==> config.mk <==
export PLATFORM = sky130hd
export DESIGN_NAME = booking_req_dispatcher_flat
export DESIGN_NICKNAME = d
export VERILOG_FILES = /design/src/rtl/booking_req_dispatcher_if.sv /design/src/rtl/booking_req_dispatcher.sv /design/src/flat_wrapper.sv
export SDC_FILE = /design/constraint.sdc
export NUM_CORES = 1
export LEC_CHECK = 0
export CAP_MARGIN = 20
export CELL_PAD_IN_SITES_DETAIL_PLACEMENT = 1
export CELL_PAD_IN_SITES_GLOBAL_PLACEMENT = 1
export CORE_MARGIN = 2
export CORE_UTILIZATION = 44
export CTS_BUF_LIST = sky130_fd_sc_hd__clkbuf_8
export CTS_CLUSTER_DIAMETER = 200
export DETAILED_ROUTE_END_ITERATION = 12
export PLACE_DENSITY = 0.81
export SKIP_CTS_REPAIR_TIMING = 1
export SLEW_MARGIN = 20
export SYNTH_ARGS = -nofsm -noshare
export SYNTH_HDL_FRONTEND = slang
export SYNTH_SLANG_ARGS = --single-unit
==> constraint.sdc <==
create_clock -name clk -period 3.5 [get_ports clk]
set_clock_uncertainty 0.1 [all_clocks]
set_input_delay 0.7 -clock clk [delete_from_list [all_inputs] [get_ports clk]]
set_output_delay 0.7 -clock clk [all_outputs]
set_load 0.03 [all_outputs]
==> src/rtl/booking_req_dispatcher_if.sv <==
// Signal bundle between the booking request dispatcher, its upstream client
// and the booking core. The dispatcher connects through the slave modport.
interface booking_req_dispatcher_if #(
  parameter int DEPTH = 4
);
  logic                     req_valid;
  logic                     req_ready;
  logic                     req_train_id;
  logic [2:0]               req_src;
  logic [2:0]               req_dest;
  logic [3:0]               req_tickets;
  logic                     book_req;
  logic                     train_id;
  logic [2:0]               src;
  logic [2:0]               dest;
  logic [3:0]               num_tickets;
  logic                     success;
  logic [9:0]               fare;
  logic                     fault_flag;
  logic                     heal_trigger;
  logic                     resp_valid;
  logic [1:0]               resp_code;
  logic [9:0]               resp_fare;
  logic [$clog2(DEPTH):0]   pending;
  logic                     busy;

  modport slave (
    input  req_valid, req_train_id, req_src, req_dest, req_tickets,
    input  success, fare, fault_flag, heal_trigger,
    output req_ready, book_req, train_id, src, dest, num_tickets,
    output resp_valid, resp_code, resp_fare, pending, busy
  );

  modport master (
    output req_valid, req_train_id, req_src, req_dest, req_tickets,
    output success, fare, fault_flag, heal_trigger,
    input  req_ready, book_req, train_id, src, dest, num_tickets,
    input  resp_valid, resp_code, resp_fare, pending, busy
  );
endinterface

==> src/rtl/booking_req_dispatcher.sv <==
// Queues booking requests, validates the head, issues it to the booking core
// with timeout/retry handling, and returns exactly one response per request.
module booking_req_dispatcher #(
  parameter int DEPTH     = 4,
  parameter int TIMEOUT   = 8,
  parameter int MAX_RETRY = 2
) (
  input  logic                     clk,
  input  logic                     rst_n,
  booking_req_dispatcher_if.slave  bus
);
  localparam int AW = $clog2(DEPTH);

  typedef enum logic [1:0] {S_IDLE, S_ISSUE, S_WAIT, S_RESP} state_t;
  typedef enum logic [1:0] {
    RC_OK      = 2'b00,
    RC_INVALID = 2'b01,
    RC_TIMEOUT = 2'b10,
    RC_FAULT   = 2'b11
  } resp_code_t;

  typedef struct packed {
    logic       train_id;
    logic [2:0] src;
    logic [2:0] dest;
    logic [3:0] tickets;
  } req_t;

  req_t          r_mem [DEPTH];
  logic [AW-1:0] r_wr_ptr;
  logic [AW-1:0] r_rd_ptr;
  logic [AW:0]   r_count;

  state_t        r_state,     w_state_nxt;
  logic [7:0]    r_timer,     w_timer_nxt;
  logic [2:0]    r_retry,     w_retry_nxt;
  resp_code_t    r_resp_code, w_resp_code_nxt;
  logic [9:0]    r_resp_fare, w_resp_fare_nxt;

  logic w_full, w_empty, w_push, w_pop;
  logic w_head_invalid, w_timeout, w_retry_left, w_core_unhealthy;
  req_t w_head;

  assign w_full           = (r_count == (AW+1)'(DEPTH));
  assign w_empty          = (r_count == '0);
  assign w_push           = bus.req_valid && !w_full;
  assign w_pop            = (r_state == S_RESP);
  assign w_head           = r_mem[r_rd_ptr];
  assign w_head_invalid   = (w_head.src >= w_head.dest) || (w_head.tickets == 4'd0);
  assign w_timeout        = (r_timer == 8'(TIMEOUT - 1));
  assign w_retry_left     = (r_retry < 3'(MAX_RETRY));
  assign w_core_unhealthy = bus.fault_flag || bus.heal_trigger;

  // NOTE: the storage array carries no reset; occupancy is defined entirely
  // by the pointers and count, so stale entries are never observed.
  always_ff @(posedge clk) begin
    if (w_push) begin
      r_mem[r_wr_ptr] <= '{train_id: bus.req_train_id, src: bus.req_src,
                           dest: bus.req_dest, tickets: bus.req_tickets};
    end
  end

  // NOTE: all sequential state uses non-blocking assignments so every
  // register samples the pre-edge values of its neighbours.
  always_ff @(posedge clk) begin
    if (!rst_n) begin
      r_wr_ptr <= '0;
      r_rd_ptr <= '0;
      r_count  <= '0;
    end else begin
      if (w_push) r_wr_ptr <= r_wr_ptr + 1'b1;
      if (w_pop)  r_rd_ptr <= r_rd_ptr + 1'b1;
      case ({w_push, w_pop})
        2'b10:   r_count <= r_count + 1'b1;
        2'b01:   r_count <= r_count - 1'b1;
        default: r_count <= r_count;
      endcase
    end
  end

  always_ff @(posedge clk) begin
    if (!rst_n) begin
      r_state     <= S_IDLE;
      r_timer     <= '0;
      r_retry     <= '0;
      r_resp_code <= RC_OK;
      r_resp_fare <= '0;
    end else begin
      r_state     <= w_state_nxt;
      r_timer     <= w_timer_nxt;
      r_retry     <= w_retry_nxt;
      r_resp_code <= w_resp_code_nxt;
      r_resp_fare <= w_resp_fare_nxt;
    end
  end

  // NOTE: every output of this block is given a default first, so no path
  // through the case statement can leave a value unassigned and infer a latch.
  always_comb begin
    w_state_nxt     = r_state;
    w_timer_nxt     = r_timer;
    w_retry_nxt     = r_retry;
    w_resp_code_nxt = r_resp_code;
    w_resp_fare_nxt = r_resp_fare;

    case (r_state)
      S_IDLE: begin
        if (!w_empty) begin
          if (w_head_invalid) begin
            w_state_nxt     = S_RESP;
            w_resp_code_nxt = RC_INVALID;
            w_resp_fare_nxt = '0;
          end else if (!w_core_unhealthy) begin
            w_state_nxt = S_ISSUE;
          end
        end
      end
      S_ISSUE: begin
        w_timer_nxt = '0;
        w_state_nxt = S_WAIT;
      end
      S_WAIT: begin
        w_timer_nxt = r_timer + 8'd1;
        if (bus.success) begin
          w_state_nxt     = S_RESP;
          w_resp_code_nxt = RC_OK;
          w_resp_fare_nxt = bus.fare;
        end else if (bus.fault_flag || w_timeout) begin
          // Fault outranks timeout when both land in the same cycle.
          if (w_retry_left) begin
            w_retry_nxt = r_retry + 3'd1;
            w_state_nxt = S_IDLE;
          end else begin
            w_state_nxt     = S_RESP;
            w_resp_code_nxt = bus.fault_flag ? RC_FAULT : RC_TIMEOUT;
            w_resp_fare_nxt = '0;
          end
        end
      end
      S_RESP: begin
        w_retry_nxt     = '0;
        w_resp_code_nxt = RC_OK;
        w_resp_fare_nxt = '0;
        w_state_nxt     = S_IDLE;
      end
      default: w_state_nxt = S_IDLE;
    endcase
  end

  // Head fields stay put through ISSUE/WAIT because only RESP pops.
  assign bus.req_ready   = !w_full;
  assign bus.book_req    = (r_state == S_ISSUE);
  assign bus.resp_valid  = (r_state == S_RESP);
  assign bus.resp_code   = r_resp_code;
  assign bus.resp_fare   = r_resp_fare;
  assign bus.train_id    = w_head.train_id;
  assign bus.src         = w_head.src;
  assign bus.dest        = w_head.dest;
  assign bus.num_tickets = w_head.tickets;
  assign bus.pending     = r_count;
  assign bus.busy        = (r_state != S_IDLE);
endmodule

==> src/flat_wrapper.sv <==
// flat-port wrapper written by rule: the top's interface ports become plain ports
module booking_req_dispatcher_flat 
#(
  parameter int DEPTH     = 4,
  parameter int TIMEOUT   = 8,
  parameter int MAX_RETRY = 2
)
  (clk, rst_n, bus_req_valid, bus_req_train_id, bus_req_src, bus_req_dest, bus_req_tickets, bus_success, bus_fare, bus_fault_flag, bus_heal_trigger, bus_req_ready, bus_book_req, bus_train_id, bus_src, bus_dest, bus_num_tickets, bus_resp_valid, bus_resp_code, bus_resp_fare, bus_pending, bus_busy);
  booking_req_dispatcher_if #(.DEPTH(DEPTH)) bus_i ();
  input  logic clk;
  input  logic rst_n;
  input wire logic [$bits(bus_i.req_valid)-1:0] bus_req_valid;
  input wire logic [$bits(bus_i.req_train_id)-1:0] bus_req_train_id;
  input wire logic [$bits(bus_i.req_src)-1:0] bus_req_src;
  input wire logic [$bits(bus_i.req_dest)-1:0] bus_req_dest;
  input wire logic [$bits(bus_i.req_tickets)-1:0] bus_req_tickets;
  input wire logic [$bits(bus_i.success)-1:0] bus_success;
  input wire logic [$bits(bus_i.fare)-1:0] bus_fare;
  input wire logic [$bits(bus_i.fault_flag)-1:0] bus_fault_flag;
  input wire logic [$bits(bus_i.heal_trigger)-1:0] bus_heal_trigger;
  output wire logic [$bits(bus_i.req_ready)-1:0] bus_req_ready;
  output wire logic [$bits(bus_i.book_req)-1:0] bus_book_req;
  output wire logic [$bits(bus_i.train_id)-1:0] bus_train_id;
  output wire logic [$bits(bus_i.src)-1:0] bus_src;
  output wire logic [$bits(bus_i.dest)-1:0] bus_dest;
  output wire logic [$bits(bus_i.num_tickets)-1:0] bus_num_tickets;
  output wire logic [$bits(bus_i.resp_valid)-1:0] bus_resp_valid;
  output wire logic [$bits(bus_i.resp_code)-1:0] bus_resp_code;
  output wire logic [$bits(bus_i.resp_fare)-1:0] bus_resp_fare;
  output wire logic [$bits(bus_i.pending)-1:0] bus_pending;
  output wire logic [$bits(bus_i.busy)-1:0] bus_busy;
  assign bus_i.req_valid = bus_req_valid;
  assign bus_i.req_train_id = bus_req_train_id;
  assign bus_i.req_src = bus_req_src;
  assign bus_i.req_dest = bus_req_dest;
  assign bus_i.req_tickets = bus_req_tickets;
  assign bus_i.success = bus_success;
  assign bus_i.fare = bus_fare;
  assign bus_i.fault_flag = bus_fault_flag;
  assign bus_i.heal_trigger = bus_heal_trigger;
  assign bus_req_ready = bus_i.req_ready;
  assign bus_book_req = bus_i.book_req;
  assign bus_train_id = bus_i.train_id;
  assign bus_src = bus_i.src;
  assign bus_dest = bus_i.dest;
  assign bus_num_tickets = bus_i.num_tickets;
  assign bus_resp_valid = bus_i.resp_valid;
  assign bus_resp_code = bus_i.resp_code;
  assign bus_resp_fare = bus_i.resp_fare;
  assign bus_pending = bus_i.pending;
  assign bus_busy = bus_i.busy;
  booking_req_dispatcher #(.DEPTH(DEPTH), .TIMEOUT(TIMEOUT), .MAX_RETRY(MAX_RETRY)) u_core (.clk(clk), .rst_n(rst_n), .bus(bus_i));
endmodule
==> summary.json, run 1 <==
{
  "layout-drive-gt1-share_pct": 9.938,
  "stdcell_area_um2": 4173,
  "met1_length_mm": 3.041,
  "crit_chain": "mux4_2 -> ha_1 -> nand2b_1 -> a21o_1 -> a211oi_1 -> a211o_1 -> buf_4 -> mux2i_1",
  "detailedRoute.firstPassIterationCount": 4,
  "period_share_pct": 91.07,
  "final_nets": 360,
  "outcome": "finished, final reports clean",
  "finalWirelength_mm": 6.986,
  "hold-path-cell-count": 2,
  "highest_layer": "met4",
  "hold_path.startpoint": "u_core.bus.resp_fare[5]$_SDFFE_PN0P_",
  "placedInstanceArea_um2": 3971,
  "port_buffers": 56,
  "criticalPathCategory": "flop to flop",
  "synth-seq-cells": 78,
  "std_cell_rows": 31,
  "vdd_ir_drop_max_mv": 0.4960,
  "clockRootBuffer": "sky130_fd_sc_hd__clkbuf_8",
  "cts.htree.levels": 3,
  "worstSetupEndpointType": "flop",
  "slew_headroom_pct": 57.32,
  "final_max_slew_viol_count": 0,
  "wire_length_on_met3_um": 263,
  "clock_sink_count": 78,
  "arrival_ns": 3.36,
  "timing.hold.worst.class": "flop to flop",
  "clock_path_buffers": 2,
  "vias": 2176,
  "worstSetupStartpointType": "flop",
  "logic_depth_of_the_worst_register_to_register_path": 8,
  "report.final.setup_viol": 0,
  "post-route-min-period_ns": 3.188,
  "drc_errors": 0,
  "power_per_cell_area_nw_per_um2": 647.2,
  "timing.hold.worst_endpoint": "u_core.bus.resp_fare[5]$_SDFFE_PN0P_",
  "met2_length_mm": 3.579,
  "yosysUniqueCellTypes": 39,
  "syn-num-nets": 297,
  "ys.warnings.count": 0,
  "first_global_vias": 2431,
  "grt_overflow": 0,
  "top_level_ports": 57,
  "area_growth_pct": 26.33,
  "reg_to_reg_critical_path_endpoint": "u_core.bus.resp_fare[3]$_SDFFE_PN0P_",
  "rsz0062_at_grt": "false",
  "clkSlewWorstSetupHoldPaths_ns": 0.09,
  "die_w_um": 90.65,
  "gr-usage-all-layers_pct": 18.22,
  "critPathMaxStageDelay_ns": 0.58,
  "seq_area_frac_synth_pct": 60.61,
  "worstSkewPairLatency_ns": 0.35,
  "critPathSlowestCell": "sky130_fd_sc_hd__dfxtp_1",
  "critical_path_required_ns": 3.67,
  "max_freq_mhz": 313.7,
  "timing.final.hold_violations": 0,
  "cts_tree": "yes",
  "critical_path.max_fanout": 12,
  "reg_to_reg_setup_timing_slack_ns": 0.31,
  "first_iter_violations": 63,
  "total_leakage_power_nw": 1.530,
  "tritoncts.num_buffers": 9,
  "wire_length_of_the_first_global_routing_pass_mm": 11.80,
  "worst-slew-pin-transition_ns": 0.6363,
  "finalSetupTns_ns": 0,
  "routabilityCongestion": 0.7837,
  "syn_area_per_cell_um2": 13.00,
  "die_y_um": 90.65,
  "drt-vias-per-instance": 5.169,
  "mappedNetlistArea_um2": 3303,
  "route.detailed.wl_per_inst_um": 16.59,
  "initial_utilization_pct": 45.54,
  "antenna_found_initial": 0,
  "netlist_instances": 254,
  "antennaDiodeCount": 0,
  "hpwl_mm": 5.040,
  "die_area_um2": 8217,
  "max-cap-violations": 0,
  "grt_max_degree": 16,
  "antenna_violating_nets_post_route": 0,
  "core_region_area_um2": 7253
}
## kinds of logic (layout without fill, tap and decap cells)
logic type | after synthesis | after routing | synth area share (%)
DFF | 78 | 78 | 60.61
and+or+nand+nor | 75 | 75 | 10.45
AOI/OAI and AO/OA | 28 | 28 | 5.454
muxes | 24 | 24 | 11.44
buffers and inverters | 23 | 91 | 3.106
adders and majority gates | 16 | 16 | 6.288
xor gates and xnor gates | 10 | 10 | 2.652
## sequential cells by signal (all words and copies together) (netlist names), 3 cells and up, named ones only
| name | flops |
|---|---|
| u_core.r_retry | 3 |
| u_core.bus.resp_fare | 10 |
| u_core.r_timer | 8 |
| u_core.bus.pending | 3 |
| u_core.r_mem | 44 |
## critical path, delay by kind of cell (launching register included)
family | cells | cell delay, ns
multiplexers | 2 | 0.81
flip-flops | 1 | 0.58
AND/OR/NAND/NOR | 1 | 0.14
buffers and inverters | 1 | 0.23
AO/OA/AOI/OAI | 3 | 0.96
adder cells (fa/ha/maj) | 1 | 0.30
## layout make-up
cell class / instances / area (µm²)
Clock inverter: 7 / 77.57
Fill cell: 749 / 3080
Multi-Input combinational cell: 153 / 1199
Timing Repair Buffer: 60 / 590.6
Sequential cell: 78 / 2002
Clock buffer: 9 / 123.9
Inverter: 15 / 56.30
Tap cell: 99 / 123.9
## worst max path at each step
| stage | endpoint | slack [ns] | cells past startpoint |
|---|---|---|---|
| after floorplan | u_core.bus.resp_code[1]$_SDFFE_PN0P_ | 0.62 | 9 |
| after global placement | u_core.bus.resp_fare[2]$_SDFFE_PN0P_ | 0.43 | 8 |
| after detailed placement | u_core.bus.resp_fare[3]$_SDFFE_PN0P_ | 0.35 | 8 |
| after CTS | bus_num_tickets[3] | 0.31 | 3 |
| after global routing | u_core.bus.resp_fare[3]$_SDFFE_PN0P_ | 0.08 | 8 |
| final | u_core.bus.resp_fare[3]$_SDFFE_PN0P_ | 0.31 | 8 |
## layer usage
metal  track usage (%)  vias to the layer above
met3             3.255                       11
met5                 0                        -
met2             32.34                       48
li1                  -                     1041
met1             21.95                     1076
met4             7.051                        0
## per-stage QoR
stage | total power, mW | instances | setup slack [ns] | util, % | hold WS, ns
finish | 2.701 | 421 | 0.3125 | 57.53 | 0.3644
global route | 2.832 | 421 | 0.07719 | 57.53 | 0.4029
CTS | 2.715 | 421 | 0.3129 | 57.53 | 0.3702
detailed placement | 2.026 | 405 | 0.3528 | 54.75 | 0.3577
global placement | 2.003 | 405 | 0.4257 | 54.75 | 0.3465
floorplan | 1.749 | 254 | 0.6200 | - | 0.3580
## cells in the final DEF (no fill, tap or decap), types with 2 or more instances in the layout
cell                              netlist  routed
sky130_fd_sc_hd__clkdlybuf4s50_1        0      56
sky130_fd_sc_hd__a21oi_1                6       6
sky130_fd_sc_hd__and3_1                 6       6
sky130_fd_sc_hd__nor2_1                18      18
sky130_fd_sc_hd__mux4_2                11      11
sky130_fd_sc_hd__a211oi_1               2       2
sky130_fd_sc_hd__buf_4                  0       4
sky130_fd_sc_hd__inv_1                 14      14
sky130_fd_sc_hd__nand2_1               35      35
sky130_fd_sc_hd__o22ai_1                2       2
sky130_fd_sc_hd__xnor2_1                3       3
sky130_fd_sc_hd__o21a_1                 2       2
sky130_fd_sc_hd__mux2i_1               13      13
sky130_fd_sc_hd__o21ai_0                5       5
sky130_fd_sc_hd__dfxtp_1               34      34
sky130_fd_sc_hd__nand4_1                3       3
sky130_fd_sc_hd__ha_1                  15      15
sky130_fd_sc_hd__nand2b_1               2       2
sky130_fd_sc_hd__edfxtp_1              44      44
sky130_fd_sc_hd__a31oi_1                2       2
sky130_fd_sc_hd__clkbuf_8               0       9
sky130_fd_sc_hd__inv_6                  0       4
sky130_fd_sc_hd__a21o_1                 4       4
sky130_fd_sc_hd__xor2_1                 7       7
sky130_fd_sc_hd__or3_1                  4       4
## cells in the mapped netlist
cell	n	area (µm²)
sky130_fd_sc_hd__a2111oi_0	1	8.760
sky130_fd_sc_hd__a211o_1	1	8.760
sky130_fd_sc_hd__a211oi_1	2	15.01
sky130_fd_sc_hd__a21o_1	4	30.03
sky130_fd_sc_hd__a21oi_1	6	30.03
sky130_fd_sc_hd__a221oi_1	1	8.760
sky130_fd_sc_hd__a31oi_1	2	12.51
sky130_fd_sc_hd__and2_1	1	6.260
sky130_fd_sc_hd__and3_1	6	37.54
sky130_fd_sc_hd__buf_1	1	3.750
sky130_fd_sc_hd__buf_2	1	5.000
sky130_fd_sc_hd__buf_6	2	22.52
sky130_fd_sc_hd__clkbuf_1	4	15.01
sky130_fd_sc_hd__clkinv_1	1	3.750
sky130_fd_sc_hd__dfxtp_1	34	680.7
sky130_fd_sc_hd__edfxtp_1	44	1321
sky130_fd_sc_hd__fa_1	1	20.02
sky130_fd_sc_hd__ha_1	15	187.7
sky130_fd_sc_hd__inv_1	14	52.55
sky130_fd_sc_hd__mux2i_1	13	130.1
sky130_fd_sc_hd__mux4_2	11	247.7
sky130_fd_sc_hd__nand2_1	35	131.4
sky130_fd_sc_hd__nand2b_1	2	12.51
sky130_fd_sc_hd__nand3_1	1	5.000
sky130_fd_sc_hd__nand3b_1	1	7.510
sky130_fd_sc_hd__nand4_1	3	18.77
sky130_fd_sc_hd__nor2_1	18	67.56
sky130_fd_sc_hd__nor2b_1	1	6.260
sky130_fd_sc_hd__nor4_1	1	6.260
sky130_fd_sc_hd__nor4_2	1	12.51
sky130_fd_sc_hd__nor4b_1	1	8.760
sky130_fd_sc_hd__o21a_1	2	15.01
sky130_fd_sc_hd__o21ai_0	5	25.02
sky130_fd_sc_hd__o21ai_1	1	5.000
sky130_fd_sc_hd__o22ai_1	2	12.51
sky130_fd_sc_hd__o32ai_1	1	8.760
sky130_fd_sc_hd__or3_1	4	25.02
sky130_fd_sc_hd__xnor2_1	3	26.28
sky130_fd_sc_hd__xor2_1	7	61.31
## power by group
group / switching (mW) / leakage [nW] / internal, mW
clock: 0.356 / 0.101 / 0.338
combinational: 0.512 / 0.750 / 0.386
sequential: 0.0564 / 0.680 / 1.05
Power figures use the tool's default switching activity.
==> run 2, diff against run 1 <==
--- a/config.mk
+++ b/config.mk
@@ -6,15 +6,14 @@
 export NUM_CORES = 1
 export LEC_CHECK = 0
 export CAP_MARGIN = 20
-export CELL_PAD_IN_SITES_DETAIL_PLACEMENT = 1
-export CELL_PAD_IN_SITES_GLOBAL_PLACEMENT = 1
+export CELL_PAD_IN_SITES_DETAIL_PLACEMENT = 2
+export CELL_PAD_IN_SITES_GLOBAL_PLACEMENT = 2
 export CORE_MARGIN = 2
-export CORE_UTILIZATION = 44
+export CORE_UTILIZATION = 37
 export CTS_BUF_LIST = sky130_fd_sc_hd__clkbuf_8
 export CTS_CLUSTER_DIAMETER = 200
 export DETAILED_ROUTE_END_ITERATION = 12
 export PLACE_DENSITY = 0.81
-export SKIP_CTS_REPAIR_TIMING = 1
 export SLEW_MARGIN = 20
 export SYNTH_ARGS = -nofsm -noshare
 export SYNTH_HDL_FRONTEND = slang
==> constraint.sdc (replaced) <==
create_clock -name clk -period 3 [get_ports clk]
set_clock_uncertainty 0.1 [all_clocks]
set_input_delay 0.6 -clock clk [delete_from_list [all_inputs] [get_ports clk]]
set_output_delay 0.6 -clock clk [all_outputs]
set_load 0.03 [all_outputs]
==> run 2 against run 1 <==
Compared with the run above:
- first-iteration DRC count fell by 30%
- total power is 15% higher
- largest cell class unchanged
- critical path type is now flop to primary output
- flip-flop and latch count did not move
- critical path depth decreased by 5
- hold slack improved by 0.0011 ns
- non-clock buffer count up 2
- wire length up 18%
==> summary.json, run 2 (same netlist as run 1, synthesis figures left out) <==
{
  "grt_max_degree": {"value": 14, "change": "-2"},
  "post-route-min-period_ns": 2.774,
  "final_common_cell": "sky130_fd_sc_hd__clkdlybuf4s50_1",
  "clkSlewWorstSetupHoldPaths": {"value": 0.08, "unit": "ns", "change": "about the same"},
  "std_cell_rows": {"value": 34, "change": "+9.7%"},
  "period_share_pct": 92.45,
  "port_buffers": {"value": 56, "change": "unchanged"},
  "max_freq_mhz": 360.5,
  "antennaDiodeCount": {"value": 0, "change": "unchanged"},
  "initial_utilization": {"value": 38.06, "unit": "%", "change": "-7.5 points"},
  "antenna_violating_nets_post_route": {"value": 0, "change": "unchanged"},
  "slew_headroom": {"value": 56.98, "unit": "%", "change": "-0.35 points"},
  "drc_errors": {"value": 0, "change": "unchanged"},
  "flip_flop_count_of_the_largest_register_after_layout": {"value": 44, "change": "unchanged"},
  "cts_setup_buffers": 0,
  "worstSetupStartpointType": "flop",
  "logic_depth_of_the_worst_register_to_register_path": {"value": 10, "change": "+2"},
  "first_iter_violations": {"value": 44, "change": "-30%"},
  "arrival": {"value": 2.07, "unit": "ns", "change": "-1.29 ns"},
  "die_w": {"value": 98.49, "unit": "µm", "change": "+8.6%"},
  "routabilityCongestion": {"value": 0.7241, "change": "-7.6%"},
  "critical_path_required": {"value": 2.30, "unit": "ns", "change": "-1.37 ns"},
  "multiInputGateArea": {"value": 1199, "unit": "µm²", "change": "unchanged"},
  "power_per_cell_area": {"value": 741.6, "unit": "nW/µm²", "change": "+15%"},
  "n_fill_cell": {"value": 864, "change": "+15%"},
  "worst-slew-pin-transition": {"value": 0.6454, "unit": "ns", "change": "+0.009026 ns"},
  "critical_path.max_fanout": {"value": 6, "change": "-6"},
  "reg_to_reg_critical_path_endpoint": "u_core.bus.resp_fare[0]$_SDFFE_PN0P_",
  "final_max_slew_viol_count": {"value": 0, "change": "unchanged"},
  "finalSetupTns": {"value": 0, "unit": "ns", "change": "unchanged"},
  "cts.htree.levels": {"value": 3, "change": "unchanged"},
  "die_y": {"value": 98.49, "unit": "µm", "change": "+8.6%"},
  "hpwl": {"value": 6.260, "unit": "mm", "change": "+24%"},
  "reg_to_reg_setup_timing_slack": {"value": 0.24, "unit": "ns", "change": "-0.07 ns"},
  "clock_path_buffers": {"value": 2, "change": "unchanged"},
  "route.detailed.wl_per_inst": {"value": 19.10, "unit": "µm", "change": "+15%"},
  "criticalPathCategory": "flop to primary output",
  "timing.hold.worst_endpoint": "u_core.bus.resp_fare[4]$_SDFFE_PN0P_",
  "gr-usage-all-layers": {"value": 17.91, "unit": "%", "change": "-0.31 points"},
  "registers.top_by_ff_count": "u_core.r_mem",
  "ff_latch_area": {"value": 2003, "unit": "µm²", "change": "about the same"},
  "post_route_setup_slack": {"value": 0.2264, "unit": "ns", "change": "-0.08612 ns"},
  "outcome": "finished, final reports clean",
  "clockRootBuffer": "sky130_fd_sc_hd__clkbuf_8",
  "detailedRoute.firstPassIterationCount": {"value": 4, "change": "unchanged"},
  "die_area": {"value": 9699, "unit": "µm²", "change": "+18%"},
  "first_global_vias": {"value": 2507, "change": "+3.1%"},
  "top_level_ports": {"value": 57, "change": "unchanged"},
  "vdd_ir_drop_max": {"value": 0.5889, "unit": "mV", "change": "+19%"},
  "report.final.setup_viol": {"value": 0, "change": "unchanged"},
  "clock_sink_count": {"value": 78, "change": "unchanged"},
  "layout_common_cells": "sky130_fd_sc_hd__clkdlybuf4s50_1 (56), sky130_fd_sc_hd__edfxtp_1 (44), sky130_fd_sc_hd__nand2_1 (35)",
  "max-cap-violations": {"value": 0, "change": "unchanged"},
  "core_region_area": {"value": 8678, "unit": "µm²", "change": "+20%"},
  "worstSetupEndpointType": "primary output",
  "rsz0062_at_grt": "false",
  "worstSkewPairLatency": {"value": 0.34, "unit": "ns", "change": "about the same"},
  "wire_length_of_the_first_global_routing_pass": {"value": 13.19, "unit": "mm", "change": "+12%"},
  "timing.hold.worst.class": "flop to flop",
  "layout-drive-gt1-share": {"value": 10.49, "unit": "%", "change": "+0.56 points"},
  "total_leakage_power": {"value": 1.532, "unit": "nW", "change": "about the same"},
  "hold-path-cell-count": {"value": 2, "change": "unchanged"},
  "tritoncts.num_buffers": {"value": 9, "change": "unchanged"},
  "pre_cts_ws": {"value": 0.1214, "unit": "ns", "change": "-0.2314 ns"},
  "finalWirelength": {"value": 8.252, "unit": "mm", "change": "+18%"},
  "timing.final.hold_violations": {"value": 0, "change": "unchanged"},
  "cts_tree": "yes",
  "area_growth_pct": 26.48,
  "drt-vias-per-instance": {"value": 5.190, "change": "+0.41%"},
  "hold_path.startpoint": "u_core.bus.resp_fare[4]$_SDFFE_PN0P_",
  "final_nets": {"value": 362, "change": "+0.56%"},
  "grt_overflow": {"value": 0, "change": "unchanged"},
  "antenna_found_initial": {"value": 1, "change": "+1"},
  "vias": {"value": 2242, "change": "+3.0%"},
  "total_power": {"value": 3.098, "unit": "mW", "change": "+15%"}
}
-- run 2: per-stage QoR --
step | hold WS [ns] | utilization [%] | instances | area [µm²]
floorplan | 0.3580 | - | 254 | 3303
global placement | 0.3470 | 46.21 | 416 | 4010
detailed placement | 0.3626 | 46.21 | 416 | 4010
CTS | 0.3729 | 48.13 | 432 | 4177
global route | 0.3900 | 48.14 | 432 | 4178
finish | 0.3655 | 48.14 | 432 | 4178
-- run 2: final cells by class --
class,instances,area share [%]
sequential,78,47.95
clock inverter,7,1.018
clock buffer,9,2.965
tap,108,3.235
multi-input combinational,153,28.69
timing repair buffer,62,14.79
inverter,15,1.348
-- run 2: worst max-delay path by stage --
stage	start	end	slack, ns	depth (start not counted)
after floorplan	flop	u_core.bus.resp_code[1]$_SDFFE_PN0P_	0.12	9
after global placement	bus_req_valid	u_core.bus.pending[2]$_SDFFE_PN0P_	0.32	9
after detailed placement	flop	u_core.bus.resp_fare[0]$_SDFFE_PN0P_	0.12	10
after CTS	flop	bus_num_tickets[1]	0.09	3
after global routing	flop	u_core.bus.resp_fare[6]$_SDFFE_PN0P_	0.04	10
final	flop	bus_dest[1]	0.23	3
-- run 2: where the power goes --
part / switching, mW / internal [mW] / leakage, nW
clock: 0.388 / 0.294 / 0.0862
sequential: 0.0689 / 1.23 / 0.680
combinational: 0.626 / 0.493 / 0.765
total: 1.08 / 2.02 / 1.53
-- run 2: repair_timing --
item / 4_1_cts / 5_1_grt
hold buffers: 0 / 0
setup endpoints to repair: 0 / 9
gates resized for setup: 0 / 1
endpoints found under the hold margin: 0 / 0
-- run 2: critical path: stages (launching register included) --
cell and delay, ns:
sky130_fd_sc_hd__dfxtp_2 0.38, sky130_fd_sc_hd__buf_4 0.20, sky130_fd_sc_hd__mux4_2 0.54, sky130_fd_sc_hd__clkdlybuf4s50_1 0.61
-- run 2: per-layer routing --
| metal | wire [µm] | track usage, % | part of all wire (%) |
|---|---|---|---|
| met4 | 111 | 4.847 | 1.3 |
| met1 | 3452 | 21.13 | 42 |
| met3 | 302 | 4.610 | 3.7 |
| met5 | 13 | 0 | 0.16 |
| met2 | 4372 | 32.39 | 53 |
